<file path="config.mk">
export PLATFORM = sky130hd
export DESIGN_NAME = id_ex_stage_reg
export DESIGN_NICKNAME = d
export VERILOG_FILES = /design/src/rtl/id_ex_stage_reg.sv
export SDC_FILE = /design/constraint.sdc
export NUM_CORES = 1
export LEC_CHECK = 0
export BUFFER_PORTS_ARGS = -buffer_cell sky130_fd_sc_hd__buf_2
export CAP_MARGIN = 20
export CORE_ASPECT_RATIO = 1.4
export CORE_MARGIN = 1.5
export CORE_UTILIZATION = 50
export CTS_CLUSTER_SIZE = 12
export DETAILED_ROUTE_END_ITERATION = 8
export GPL_ROUTABILITY_DRIVEN = 0
export PLACE_DENSITY = 0.84
export SYNTH_ARGS = -nofsm -noshare
export SYNTH_HDL_FRONTEND = slang
export SYNTH_SLANG_ARGS = --single-unit
</file>
<file path="constraint.sdc">
create_clock -name clk -period 8.7 [get_ports clk]
set_clock_uncertainty 0.1 [all_clocks]
set_input_delay 0.435 -clock clk [delete_from_list [all_inputs] [get_ports clk]]
set_output_delay 0.435 -clock clk [all_outputs]
set_load 0.005 [all_outputs]
</file>
<file path="src/rtl/id_ex_stage_reg.sv">
// ID->EX pipeline register: valid/ready handshake, 2-entry skid buffer, flush.
// Optional perf counters (stall_cnt, flush_cnt) when ID_EX_PERF_CNT_EN is defined.
module id_ex_stage_reg #(
    parameter int XLEN = 32,
    parameter int PC_W = 8,
    parameter int WB_W = 2,
    parameter int M_W  = 3,
    parameter int EX_W = 4
`ifdef ID_EX_PERF_CNT_EN
    ,
    parameter int CNT_W = 16
`endif
) (
    input  logic            clk,
    input  logic            rst,
    input  logic            flush,
    input  logic            in_valid,
    output logic            in_ready,
    input  logic [WB_W-1:0] in_wb,
    input  logic [M_W-1:0]  in_m,
    input  logic [EX_W-1:0] in_ex,
    input  logic [PC_W-1:0] in_pc,
    input  logic [31:0]     in_instr,
    input  logic [XLEN-1:0] in_reg1,
    input  logic [XLEN-1:0] in_reg2,
    input  logic [XLEN-1:0] in_imm,
    input  logic [4:0]      in_shamt,
    input  logic [4:0]      in_rt,
    input  logic [4:0]      in_rd,
    output logic [WB_W-1:0] out_wb,
    output logic [M_W-1:0]  out_m,
    output logic [EX_W-1:0] out_ex,
    output logic [PC_W-1:0] out_pc,
    output logic [31:0]     out_instr,
    output logic [XLEN-1:0] out_reg1,
    output logic [XLEN-1:0] out_reg2,
    output logic [XLEN-1:0] out_imm,
    output logic [4:0]      out_shamt,
    output logic [4:0]      out_rt,
    output logic [4:0]      out_rd,
    output logic            out_valid,
    input  logic            out_ready
`ifdef ID_EX_PERF_CNT_EN
    ,
    output logic [CNT_W-1:0] stall_cnt,
    output logic [CNT_W-1:0] flush_cnt
`endif
);

    localparam int PW = WB_W + M_W + EX_W + PC_W + 32 + 3 * XLEN + 15;

    logic [PW-1:0]   in_word;
    logic [PW-1:0]   main_q, main_d;
    logic [PW-1:0]   skid_q, skid_d;
    logic            main_v_q, main_v_d;
    logic            skid_v_q, skid_v_d;
    logic            rdy_q, rdy_d;
    logic            accept, retire;
    logic [WB_W-1:0] o_wb;
    logic [M_W-1:0]  o_m;
    logic [EX_W-1:0] o_ex;

    assign in_word = {in_wb, in_m, in_ex, in_pc, in_instr, in_reg1,
                      in_reg2, in_imm, in_shamt, in_rt, in_rd};

    assign accept = in_valid & rdy_q;
    assign retire = main_v_q & out_ready;

    always_comb begin
        main_d   = main_q;
        skid_d   = skid_q;
        main_v_d = main_v_q;
        skid_v_d = skid_v_q;
        if (flush) begin
            main_v_d = 1'b0;
            skid_v_d = 1'b0;
        end else if (skid_v_q) begin
            // in_ready is low here, so nothing can be accepted this cycle
            if (retire) begin
                main_d   = skid_q;
                skid_v_d = 1'b0;
            end
        end else if (accept && (!main_v_q || retire)) begin
            main_d   = in_word;
            main_v_d = 1'b1;
        end else if (accept) begin
            skid_d   = in_word;
            skid_v_d = 1'b1;
        end else if (retire) begin
            main_v_d = 1'b0;
        end
        rdy_d = !skid_v_d;
    end

    always_ff @(posedge clk or posedge rst) begin
        if (rst) begin
            main_q   <= '0;
            skid_q   <= '0;
            main_v_q <= 1'b0;
            skid_v_q <= 1'b0;
            rdy_q    <= 1'b1;
        end else begin
            main_q   <= main_d;
            skid_q   <= skid_d;
            main_v_q <= main_v_d;
            skid_v_q <= skid_v_d;
            rdy_q    <= rdy_d;
        end
    end

    assign {o_wb, o_m, o_ex, out_pc, out_instr, out_reg1,
            out_reg2, out_imm, out_shamt, out_rt, out_rd} = main_q;

    assign out_wb    = main_v_q ? o_wb : '0;
    assign out_m     = main_v_q ? o_m  : '0;
    assign out_ex    = main_v_q ? o_ex : '0;
    assign out_valid = main_v_q;
    assign in_ready  = rdy_q;

`ifdef ID_EX_PERF_CNT_EN
    logic [CNT_W-1:0] stall_cnt_q, stall_cnt_d;
    logic [CNT_W-1:0] flush_cnt_q, flush_cnt_d;

    // Both counters saturate rather than wrap
    always_comb begin
        stall_cnt_d = stall_cnt_q;
        flush_cnt_d = flush_cnt_q;
        if (main_v_q && !out_ready && stall_cnt_q != '1)
            stall_cnt_d = stall_cnt_q + 1'b1;
        if (flush && (main_v_q || skid_v_q) && flush_cnt_q != '1)
            flush_cnt_d = flush_cnt_q + 1'b1;
    end

    always_ff @(posedge clk or posedge rst) begin
        if (rst) begin
            stall_cnt_q <= '0;
            flush_cnt_q <= '0;
        end else begin
            stall_cnt_q <= stall_cnt_d;
            flush_cnt_q <= flush_cnt_d;
        end
    end

    assign stall_cnt = stall_cnt_q;
    assign flush_cnt = flush_cnt_q;
`endif

endmodule

</file>
# After elaboration in Yosys (flattened, before gate mapping)
# Index checks and enable logic that the tools add are counted.
# classes
eq_ne,3
n_bitwise,5
reduce_logical,9
mux,16
# ops
operator,count
two-way mux 160 bit,3
two-way mux 1 bit,10
AND reduction 3 bit,2
two-way mux 4 bit,1
AND reduction 4 bit,1
two-way mux 3 bit,1
"!= test 3 x 2 -> 1 bit, second input constant",1
NOT 1 bit,3
nonzero test 3 bit,1
AND 1 bit,2
logical NOT 1 bit,2
two-way mux 2 bit,1
"!= test 2 x 1 -> 1 bit, second input constant",1
"!= test 2 bit, second input constant",1
nonzero test 2 bit,1
logical AND 1 bit,1
logical OR 1 bit,1
# word_totals
output_inout_bits,162
inputBits,165
register_bits,323
elab_cells,38

# Depth between registers and ports, before layout
# Gate-level depths: netlist of run 1.
# depth
ltp_word,7
mapped_depth,6
depth_no_buf,3

# Worst setup path before layout of run 1
# No wires, ideal clock.
# synth_timing
path_type,register to register
start,register rdy_q (netlist: in_ready)
end,register skid_q[0]
required_ns,8.475
path_stages_with_launch,7
synth_period_minus_slack_ns,2.038
setup_ns,0.125
n_path_buf,3
arrival_ns,1.813
path_slack_ns,6.662
path_cell_list,dfstp_2 > nand3b_4 > or4b_1 > buf_2 > buf_6 > buf_6 > mux2_4
# synth_via
elab_chain_cells,4
# synth_rtl
item,line_no,source
"start, declared",57,"logic rdy_q, rdy_d;"
"start signal, assigned",107,rdy_q <= rdy_d;
AND 1 bit *,66,assign accept = in_valid & rdy_q;
logical AND 1 bit,83,end else if (accept && (!main_v_q || retire)) begin
NOT 1 bit (no source line),--,
AND reduction 4 bit (no source line) *,--,
"end signal, assigned",104,skid_q <= skid_d;
"end, declared",54,"logic [PW-1:0] skid_q, skid_d;"
# Every way passes the cells marked *; elsewhere a longest branch is shown, timed or not.
# A chain may end at the register's enable or synchronous reset.

# Worst setup path in the final report of run 1
# layout_timing
start,register skid_v_q
end,register main_q[33]
# layout_via
elab_chain_cells,2
word_cells_on_any_way,4
cone_classes,eq/ne: 1; mux: 1; reduce/logical: 2
# layout_rtl
item,line_no,source
"start, declared",56,"logic skid_v_q, skid_v_d;"
"start signal, assigned",106,skid_v_q <= skid_v_d;
!= test 2 x 1 -> 1 bit (no source line) / nonzero test 2 bit (equally long branches),--,
AND reduction 3 bit (no source line),--,
"end signal, assigned",103,main_q <= main_d;
"end, declared",53,"logic [PW-1:0] main_q, main_d;"
# Several ways; a longest one is shown, not always the timed one.

==> impl_metrics.py, run 1 <==
metrics = {
    "outcome": {
        "status": "completed",
    },
    "clock_tree": {
        "clk_latency_ps": 510,
        "cts_tree": "built",
        "post_cts_resized": 0,
        "h-tree-depth": 2,
        "cts.sinks": 323,
        "postCtsHoldBufs": 0,
        "cts_setup_buffers": 0,
        "cts.clk_slew.worst_paths_ps": 60,
        "clk_path_buf_depth": 3,
        "numCtsBuffers": 34,
        "root_buffer": "clkbuf_16",
    },
    "global_routing": {
        "overflow": 0,
        "antenna_found_initial": 4,
        "grt_max_degree": 177,
        "grt_pass1_wl_microns": 47100,
        "grt_pass1_vias": 9035,
        "grt_use_total_pct": 18.7,
    },
    "synthesis": {
        "netlist_top_cells_area": "dfrtp_1 (52%), mux2_2 (28%), mux2_4 (9.7%)",
        "ys_async_sr_fraction_pct": 100,
        "synth_area_sq_um": 15500,
        "synth_area_per_cell_sq_um": 15.1,
        "synth_cells": 1028,
        "ys.flop_type": "dfrtp_1",
        "synth.most_common_cell": "mux2_2",
        "synthTopCellsByCount": "mux2_2 (380), dfrtp_1 (322), buf_4 (161), mux2_4 (100)",
        "syn-num-nets": 1193,
        "synth_top_area_share_pct": 52.0,
        "synth_edf_count": 0,
        "yosysTopAreaCell": "dfrtp_1",
        "yosys_warnings": 0,
        "seq_area_frac_synth_pct": 52.2,
        "synth-seq-cells": 323,
        "synth_cell_types": 19,
    },
    "sta": {
        "max_slew.worst_pin.slew_ps": 1040,
        "slew_headroom_pct": 30.5,
        "hold_violations": 0,
        "report.final.slew_viol_count": 0,
        "finalCritPeriodShare_pct": 36.8,
        "period_needed_ps": 3200,
        "rsz0062_at_grt": "no",
        "fmax_ghz": 0.313,
        "setup_violations": 0,
        "fin_hold_ws_ps": 53.9,
        "setup_tns_ps": 0,
    },
    "setup_path": {
        "cp_top_family": "compound AO/OA/AOI/OAI gates",
        "slowest_stage": "a221oi_4",
        "cp.buffers_inverters": 1,
        "r2r_slack_ps": 5500,
        "rr_worst_depth": 4,
        "path_cells": "nand3b_4 > a221oi_4 > buf_12 > mux2_2",
        "rr_endpoint": "main_q[33]",
        "cp.depth": 4,
        "endpoint": "main_q[33]",
        "start_kind": "register",
        "worstPathMaxFanout": 142,
        "critPathCaptureType": "register",
        "cp_data_required_time_ps": 8990,
        "startpoint": "skid_v_q",
        "arrival_ps": 3490,
        "r2r_start": "skid_v_q",
        "criticalPathCategory": "reg2reg",
        "cp_slowest_stage_delay_ps": 850,
    },
    "detailed_routing": {
        "wire_per_inst_microns": 18.8,
        "num_vias": 8364,
        "drt-initial-drc-count": 222,
        "dr.pass1.iters": 4,
        "vias_per_cell": 5.21,
        "finalWirelength_microns": 30200,
        "ant_nets": 0,
        "post-route-drc-count": 0,
    },
    "floorplan": {
        "dieWidth_microns": 152,
        "dieArea_sq_um": 32000,
        "start_util_pct": 50.6,
        "die_y_microns": 211,
        "ios": 327,
        "row_count": 76,
        "core_sq_um": 30600,
    },
    "placed_design": {
        "io_buffers": 326,
        "dpl_cell_area_sq_um": 16200,
        "dp_hpwl_microns": 19400,
    },
    "pwr": {
        "p_leak_nw": 8.28,
        "power_density_nw_per_um2": 263,
        "ir_drop_v": 0.000186,
    },
    "cells_and_area": {
        "stdcell_area_sq_um": 17300,
        "drive_gt1_share_pct": 71.4,
        "post-route-util_pct": 56.4,
        "final_nets": 1358,
        "area_growth_pct": 11.6,
    },
    "job": {
        "drv_cap": 0,
    },
    "min_path": {
        "hp-class": "in2reg",
    },
}
cells in the final DEF (no fill, tap or decap):
cell          n
nand2_1       1
mux2_2      380
o21ai_0       1
buf_12        2
a211o_1       1
a221oi_4      1
clkbuf_1      9
nand3b_4      1
inv_1         2
clkinv_2      3
dfstp_2       1
a21oi_1       1
buf_4         6
and2_1        9
dfrtp_1     321
buf_2       326
a31oi_1       1
or4b_4        1
dfrtp_4       1
clkbuf_8      4
clkinvlp_4    1
clkbuf_16    37
mux2_4      100
diode_2       4
flip-flops by register name (all words and copies together), names as in the netlist:
name and cells:
main_q 160, skid_q 160, in_ready 1, out_valid 1, skid_v_q 1
final cells by class:
type                    instances  area [sq um]
flip-flops and latches        323          8090
clock inverters                 3          15.0
clock buffers                  50          1010
inverters                       3          15.0
well taps                     390           488
multi-input cells             497          5930
diodes                          4          10.0
fillers                      2432         13300
repair buffers                334          1720
worst min path at each step:
stage / start / to / cells after the start
after floorplan: main_q[156] / main_q[156] / 1
after global placement: skid_q[83] / skid_q[83] / 1
after detailed placement: skid_q[134] / skid_q[134] / 1
after CTS: flush / out_valid / 2
after global routing: in_reg2[11] / skid_q[58] / 2
final: flush / out_valid / 2
cells by family after synthesis:
family,count (synthesis),synth area share (%)
compound gates,5,0.259
mux,480,37.3
buf+inv,208,9.61
simple gates,12,0.582
flops,323,52.2
where the power goes:
group / leakage, nW / total, mW / switching, mW / internal (mW)
Sequential: 3.91 / 2.17 / 0.227 / 1.94
Combinational: 3.86 / 1.00 / 0.354 / 0.648
Clock: 0.507 / 1.37 / 0.570 / 0.802
Total: 8.28 / 4.54 / 1.15 / 3.39
metal layers:
| layer | track usage, % | vias to the layer above | routed length [microns] | part of all wire, % |
|---|---|---|---|---|
| met5 | 0 | - | 0 | 0 |
| met4 | 7.73 | 0 | 1090 | 3.6 |
| met3 | 4.38 | 58 | 1610 | 5.3 |
| met2 | 34.2 | 214 | 16200 | 54 |
| met1 | 20.4 | 4316 | 11300 | 37 |
| li1 | - | 3776 | - | - |
through the flow:
step	std cells	setup WS [ps]	total power, mW
3_5_place_dp	1547	5500	3.19
3_3_place_gp	1547	5520	3.14
5_1_grt	1604	5290	4.78
4_1_cts	1600	5480	4.60
2_1_floorplan	1028	3860	3.05
6_report	1604	5500	4.54
No activity file was read; power rests on OpenSTA's default activity.
==> run 2, diff against run 1 <==
clock period = 2.7 ns   (was 8.7 ns; I/O delays follow)
==> impl_metrics.py, run 2 (synthesis gave the netlist of run 1 again) <==
metrics = {
    "outcome": {
        "status": "completed",
    },
    "clock_tree": {
        "cts.clk_slew.worst_paths_ps": 60,
        "root_buffer": "clkbuf_16",
        "cts.sinks": 323,
        "clk_latency_ps": 510,
        "post_cts_resized": 0,
        "h-tree-depth": 2,
        "cts_tree": "built",
        "numCtsBuffers": 35,
        "clk_path_buf_depth": 3,
        "postCtsHoldBufs": 165,
        "cts_setup_buffers": 0,
    },
    "pwr": {
        "power.total_mw": 15.2,
        "p_sw_mw": 3.96,
        "p_int_mw": 11.3,
        "pwr-share-seq_pct": 46.4,
        "comb_power_share_pct": 23.4,
        "ir_drop_v": 0.000593,
        "power_density_nw_per_um2": 792,
        "p_leak_nw": 9.10,
        "netSwitchingFraction_pct": 26.0,
        "pwr-share-clk_pct": 30.2,
    },
    "global_routing": {
        "antenna_found_initial": 5,
        "grt_pass1_wl_microns": 55200,
        "grt_max_degree": 97,
        "grt_use_total_pct": 22.0,
        "grt_pass1_vias": 10600,
        "overflow": 0,
    },
    "job": {
        "drv_cap": 0,
    },
    "floorplan": {
        "start_util_pct": 50.6,
        "ios": 327,
        "dieArea_sq_um": 32000,
        "core_sq_um": 30600,
        "dieWidth_microns": 152,
        "row_count": 76,
        "die_y_microns": 211,
    },
    "sta": {
        "fin_hold_ws_ps": 156,
        "setup_violations": 0,
        "worst_slack_ps": 394,
        "finalCritPeriodShare_pct": 85.4,
        "report.final.slew_viol_count": 0,
        "hold_violations": 0,
        "fmax_ghz": 0.434,
        "period_needed_ps": 2310,
        "rsz0062_at_grt": "no",
        "slew_headroom_pct": 38.2,
        "max_slew.worst_pin.slew_ps": 927,
    },
    "setup_path": {
        "arrival_ps": 2660,
        "r2r_start": "skid_v_q",
        "endpoint": "skid_v_q",
        "start_kind": "register",
        "worstPathMaxFanout": 68,
        "critPathCaptureType": "register",
        "rr_endpoint": "skid_v_q",
        "cp_data_required_time_ps": 3050,
        "r2r_slack_ps": 390,
        "criticalPathCategory": "reg2reg",
        "startpoint": "skid_v_q",
        "rr_worst_depth": 5,
    },
    "placed_design": {
        "dp_hpwl_microns": 20900,
        "io_buffers": 326,
        "pre_cts_ws_ps": 487,
        "place_inst": 1564,
    },
    "detailed_routing": {
        "dr_wl_met3_microns": 1530,
        "post-route-drc-count": 0,
        "wl_met1_microns": 13000,
        "met2_length_microns": 18900,
        "vias_per_cell": 5.21,
        "wire_per_inst_microns": 19.9,
        "dr.pass1.iters": 4,
        "dr.max_layer_used": "met4",
        "finalWirelength_microns": 35600,
        "drt-initial-drc-count": 292,
        "ant_nets": 0,
        "num_vias": 9337,
    },
    "cells_and_area": {
        "area_growth_pct": 24.2,
        "final_common_cell": "mux2_2",
        "final_nets": 1541,
        "post-route-util_pct": 62.8,
        "reg_top3": "main_q x160, skid_q x160",
        "layoutNonFillerInstCount": 1791,
        "mostFrequentLayoutCells": "mux2_2 (380), buf_2 (326), dfrtp_1 (321), dlygate4sd3_1 (165), mux2_4 (100)",
        "drive_gt1_share_pct": 63.3,
    },
    "min_path": {
        "hp-class": "in2async",
    },
}
## run 2: cell types whose count changed in the layout (fill, tap and decap cells not counted)
cell and delta:
clkinv_2 -2, clkbuf_1 +1, buf_12 +9, diode_2 +2
clkinvlp_4 +2, bufinv_16 +1, clkbuf_8 +1, buf_4 +8
dlygate4sd3_1 +165
## run 2: metrics by stage
stage | instance area (sq um) | setup TNS, ps
3_5_place_dp | 16500 | 0
3_3_place_gp | 16500 | 0
5_1_grt | 19200 | 0
4_1_cts | 19200 | 0
2_1_floorplan | 15500 | -594110
6_report | 19200 | 0
## run 2: worst min-delay path by stage
stage,cells past startpoint,slack (ps),start,endpoint
3_3_place_gp,2,160,rst,main_q[55]
3_5_place_dp,2,160,rst,main_q[55]
2_1_floorplan,1,100,flush,out_valid
5_1_grt,3,190,rst,main_q[55]
4_1_cts,3,150,rst,main_q[55]
6_report,3,160,rst,main_q[55]
## run 2: worst max-delay path: stages (launching register included)
cell           delay, ps
dfrtp_4              440
buf_4                700
a31oi_1               80
a211o_1              290
dlygate4sd3_1        570
inv_1                 60
## run 2: per-layer routing
| metal | track usage, % | vias to the layer above |
|---|---|---|
| met4 | 14.2 | 0 |
| met3 | 3.74 | 133 |
| met2 | 39.0 | 296 |
| met1 | 23.9 | 4755 |
| li1 | - | 4153 |
| met5 | 0 | - |
## run 2: power groups by stage
stage               Combinational (mW)  Sequential [mW]  Clock (mW)
floorplan                         3.01             6.82           0
global placement                  3.19             6.97           0
detailed placement                3.33             7.04           0
CTS                               3.54             6.99        4.71
global route                      3.84             7.22        4.87
finish                            3.57             7.06        4.60
## run 2: cell type report
| class | count | area [sq um] |
|---|---|---|
| fill | 2160 | 11400 |
| inverter | 3 | 15.0 |
| antenna | 6 | 15.0 |
| timing repair buffer | 516 | 3610 |
| clock inverter | 4 | 50.0 |
| tap | 390 | 488 |
| multi-input combinational | 497 | 5930 |
| clock buffer | 52 | 1030 |
| sequential | 323 | 8090 |
==> run 3, diff against run 2 <==
clock period = 2 ns   (was 2.7 ns; I/O delays follow)
==> impl_metrics.py, run 3 (synthesis gave the netlist of run 1 again) <==
metrics = {
    "min_path": {
        "hp-class": "in2async",
    },
    "global_routing": {
        "overflow": 0,
        "antenna_found_initial": 2,
        "grt_pass1_wl_microns": 56500,
        "grt_pass1_vias": 10700,
        "grt_use_total_pct": 22.7,
        "grt_max_degree": 96,
    },
    "setup_path": {
        "path_cells": "nand3b_4 > or4b_4 > buf_12 > mux2_4",
        "worstPathMaxFanout": 56,
        "cp_data_required_time_ps": 2300,
        "cp_slowest_stage_delay_ps": 550,
        "criticalPathCategory": "reg2reg",
        "arrival_ps": 2380,
        "slowest_stage": "or4b_4",
        "start_kind": "register",
        "critPathCaptureType": "register",
    },
    "sta": {
        "worst_slack_ps": -77.5,
        "hold_violations": 0,
        "slew_headroom_pct": 57.0,
        "setup_tns_ps": -5680,
        "max_slew.worst_pin.slew_ps": 645,
        "report.final.slew_viol_count": 0,
        "finalCritPeriodShare_pct": 104,
        "fin_hold_ws_ps": 120,
        "period_needed_ps": 2080,
        "setup_violations": 139,
        "rsz0062_at_grt": "yes",
        "fmax_ghz": 0.481,
    },
    "cells_and_area": {
        "stdcell_area_sq_um": 19600,
        "final_nets": 1561,
        "reg_top3": "main_q x160, skid_q x160",
        "mostFrequentLayoutCells": "mux2_2 (379), buf_2 (326), dfrtp_1 (320), dlygate4sd3_1 (164), mux2_4 (101)",
        "final_common_cell": "mux2_2",
        "post-route-util_pct": 64.1,
        "drive_gt1_share_pct": 63.5,
        "area_growth_pct": 26.7,
        "layoutNonFillerInstCount": 1812,
    },
    "floorplan": {
        "die_y_microns": 211,
        "start_util_pct": 50.6,
        "core_sq_um": 30600,
        "ios": 327,
        "dieWidth_microns": 152,
        "row_count": 76,
        "dieArea_sq_um": 32000,
    },
    "placed_design": {
        "io_buffers": 326,
        "place_inst": 1574,
        "pre_cts_ws_ps": -98.8,
        "dp_hpwl_microns": 21100,
        "dpl_cell_area_sq_um": 16600,
    },
    "clock_tree": {
        "clk_path_buf_depth": 3,
        "clk_latency_ps": 510,
        "numCtsBuffers": 34,
        "cts_tree": "built",
        "cts.clk_slew.worst_paths_ps": 60,
        "root_buffer": "clkbuf_16",
        "cts.sinks": 323,
        "h-tree-depth": 2,
    },
    "detailed_routing": {
        "vias_per_cell": 5.24,
        "drt-initial-drc-count": 323,
        "dr.pass1.iters": 6,
        "wire_per_inst_microns": 20.5,
        "finalWirelength_microns": 37100,
        "ant_nets": 0,
        "post-route-drc-count": 0,
        "num_vias": 9503,
    },
    "pwr": {
        "ir_drop_v": 0.000941,
        "power_density_nw_per_um2": 1050,
        "power.total_mw": 20.7,
        "p_leak_nw": 9.29,
    },
    "job": {
        "drv_cap": 0,
    },
    "outcome": {
        "status": "finished with violations",
        "violations": "setup timing",
    },
}
-- run 3: cell types whose count changed in the layout (fill, tap and decap cells not counted), sizes merged --
| cell | delta |
|---|---|
| buf | +17 |
| clkbuf | +9 |
| clkinv | +1 |
| clkinvlp | -2 |
| diode | -3 |
| dlygate4sd3 | -1 |
-- run 3: final cells by class --
cell class                      count  area (sq um)
Fill cell                        2082         11000
Sequential cell                   323          8090
Tap cell                          390           488
Antenna cell                        3          7.51
Timing Repair Buffer              537          4050
Clock inverter                      3          40.0
Inverter                            3          15.0
Multi-Input combinational cell    497          5930
Clock buffer                       56          1010
-- run 3: worst paths after layout --
path                       depth (start not counted)        from          to  slack (ps)
max                                                4    skid_v_q   skid_q[9]         -80
min                                                4         rst   skid_q[9]         120
max reg2reg                                        4    skid_v_q   skid_q[9]         -80
min reg2reg                                        1  skid_q[81]  skid_q[81]         400
max in group asynchronous                          5         rst    skid_v_q         930
min in group clk                                   3    in_rt[0]   skid_q[5]         260
-- run 3: critical path, delay by kind of cell, from the launching register on --
family / cells / cell delay [ps]
muxes: 1 / 360
buffers and inverters: 1 / 230
and+or+nand+nor: 2 / 730
DFF: 1 / 470
-- run 3: report_power, final --
part	leakage (nW)	internal (mW)	switching [mW]
Clock	0.506	3.56	2.55
Combinational	4.88	3.20	1.78
Sequential	3.91	8.46	1.11
-- run 3: routing by layer --
layer / vias to the layer above / GRT usage [%] / wire (microns)
met5: - / 0 / 0
met3: 146 / 4.36 / 1580
met2: 329 / 40.6 / 19900
met4: 0 / 14.0 / 2260
met1: 4840 / 24.3 / 13400
li1: 4188 / - / -
-- run 3: repair_timing --
action,CTS,global route
pin swaps,0,0
endpoints found under the hold margin,645,0
buffers inserted,4,0
gates cloned,3,5
setup endpoints to repair,280,271
hold buffers,164,0
resized for setup,20,17
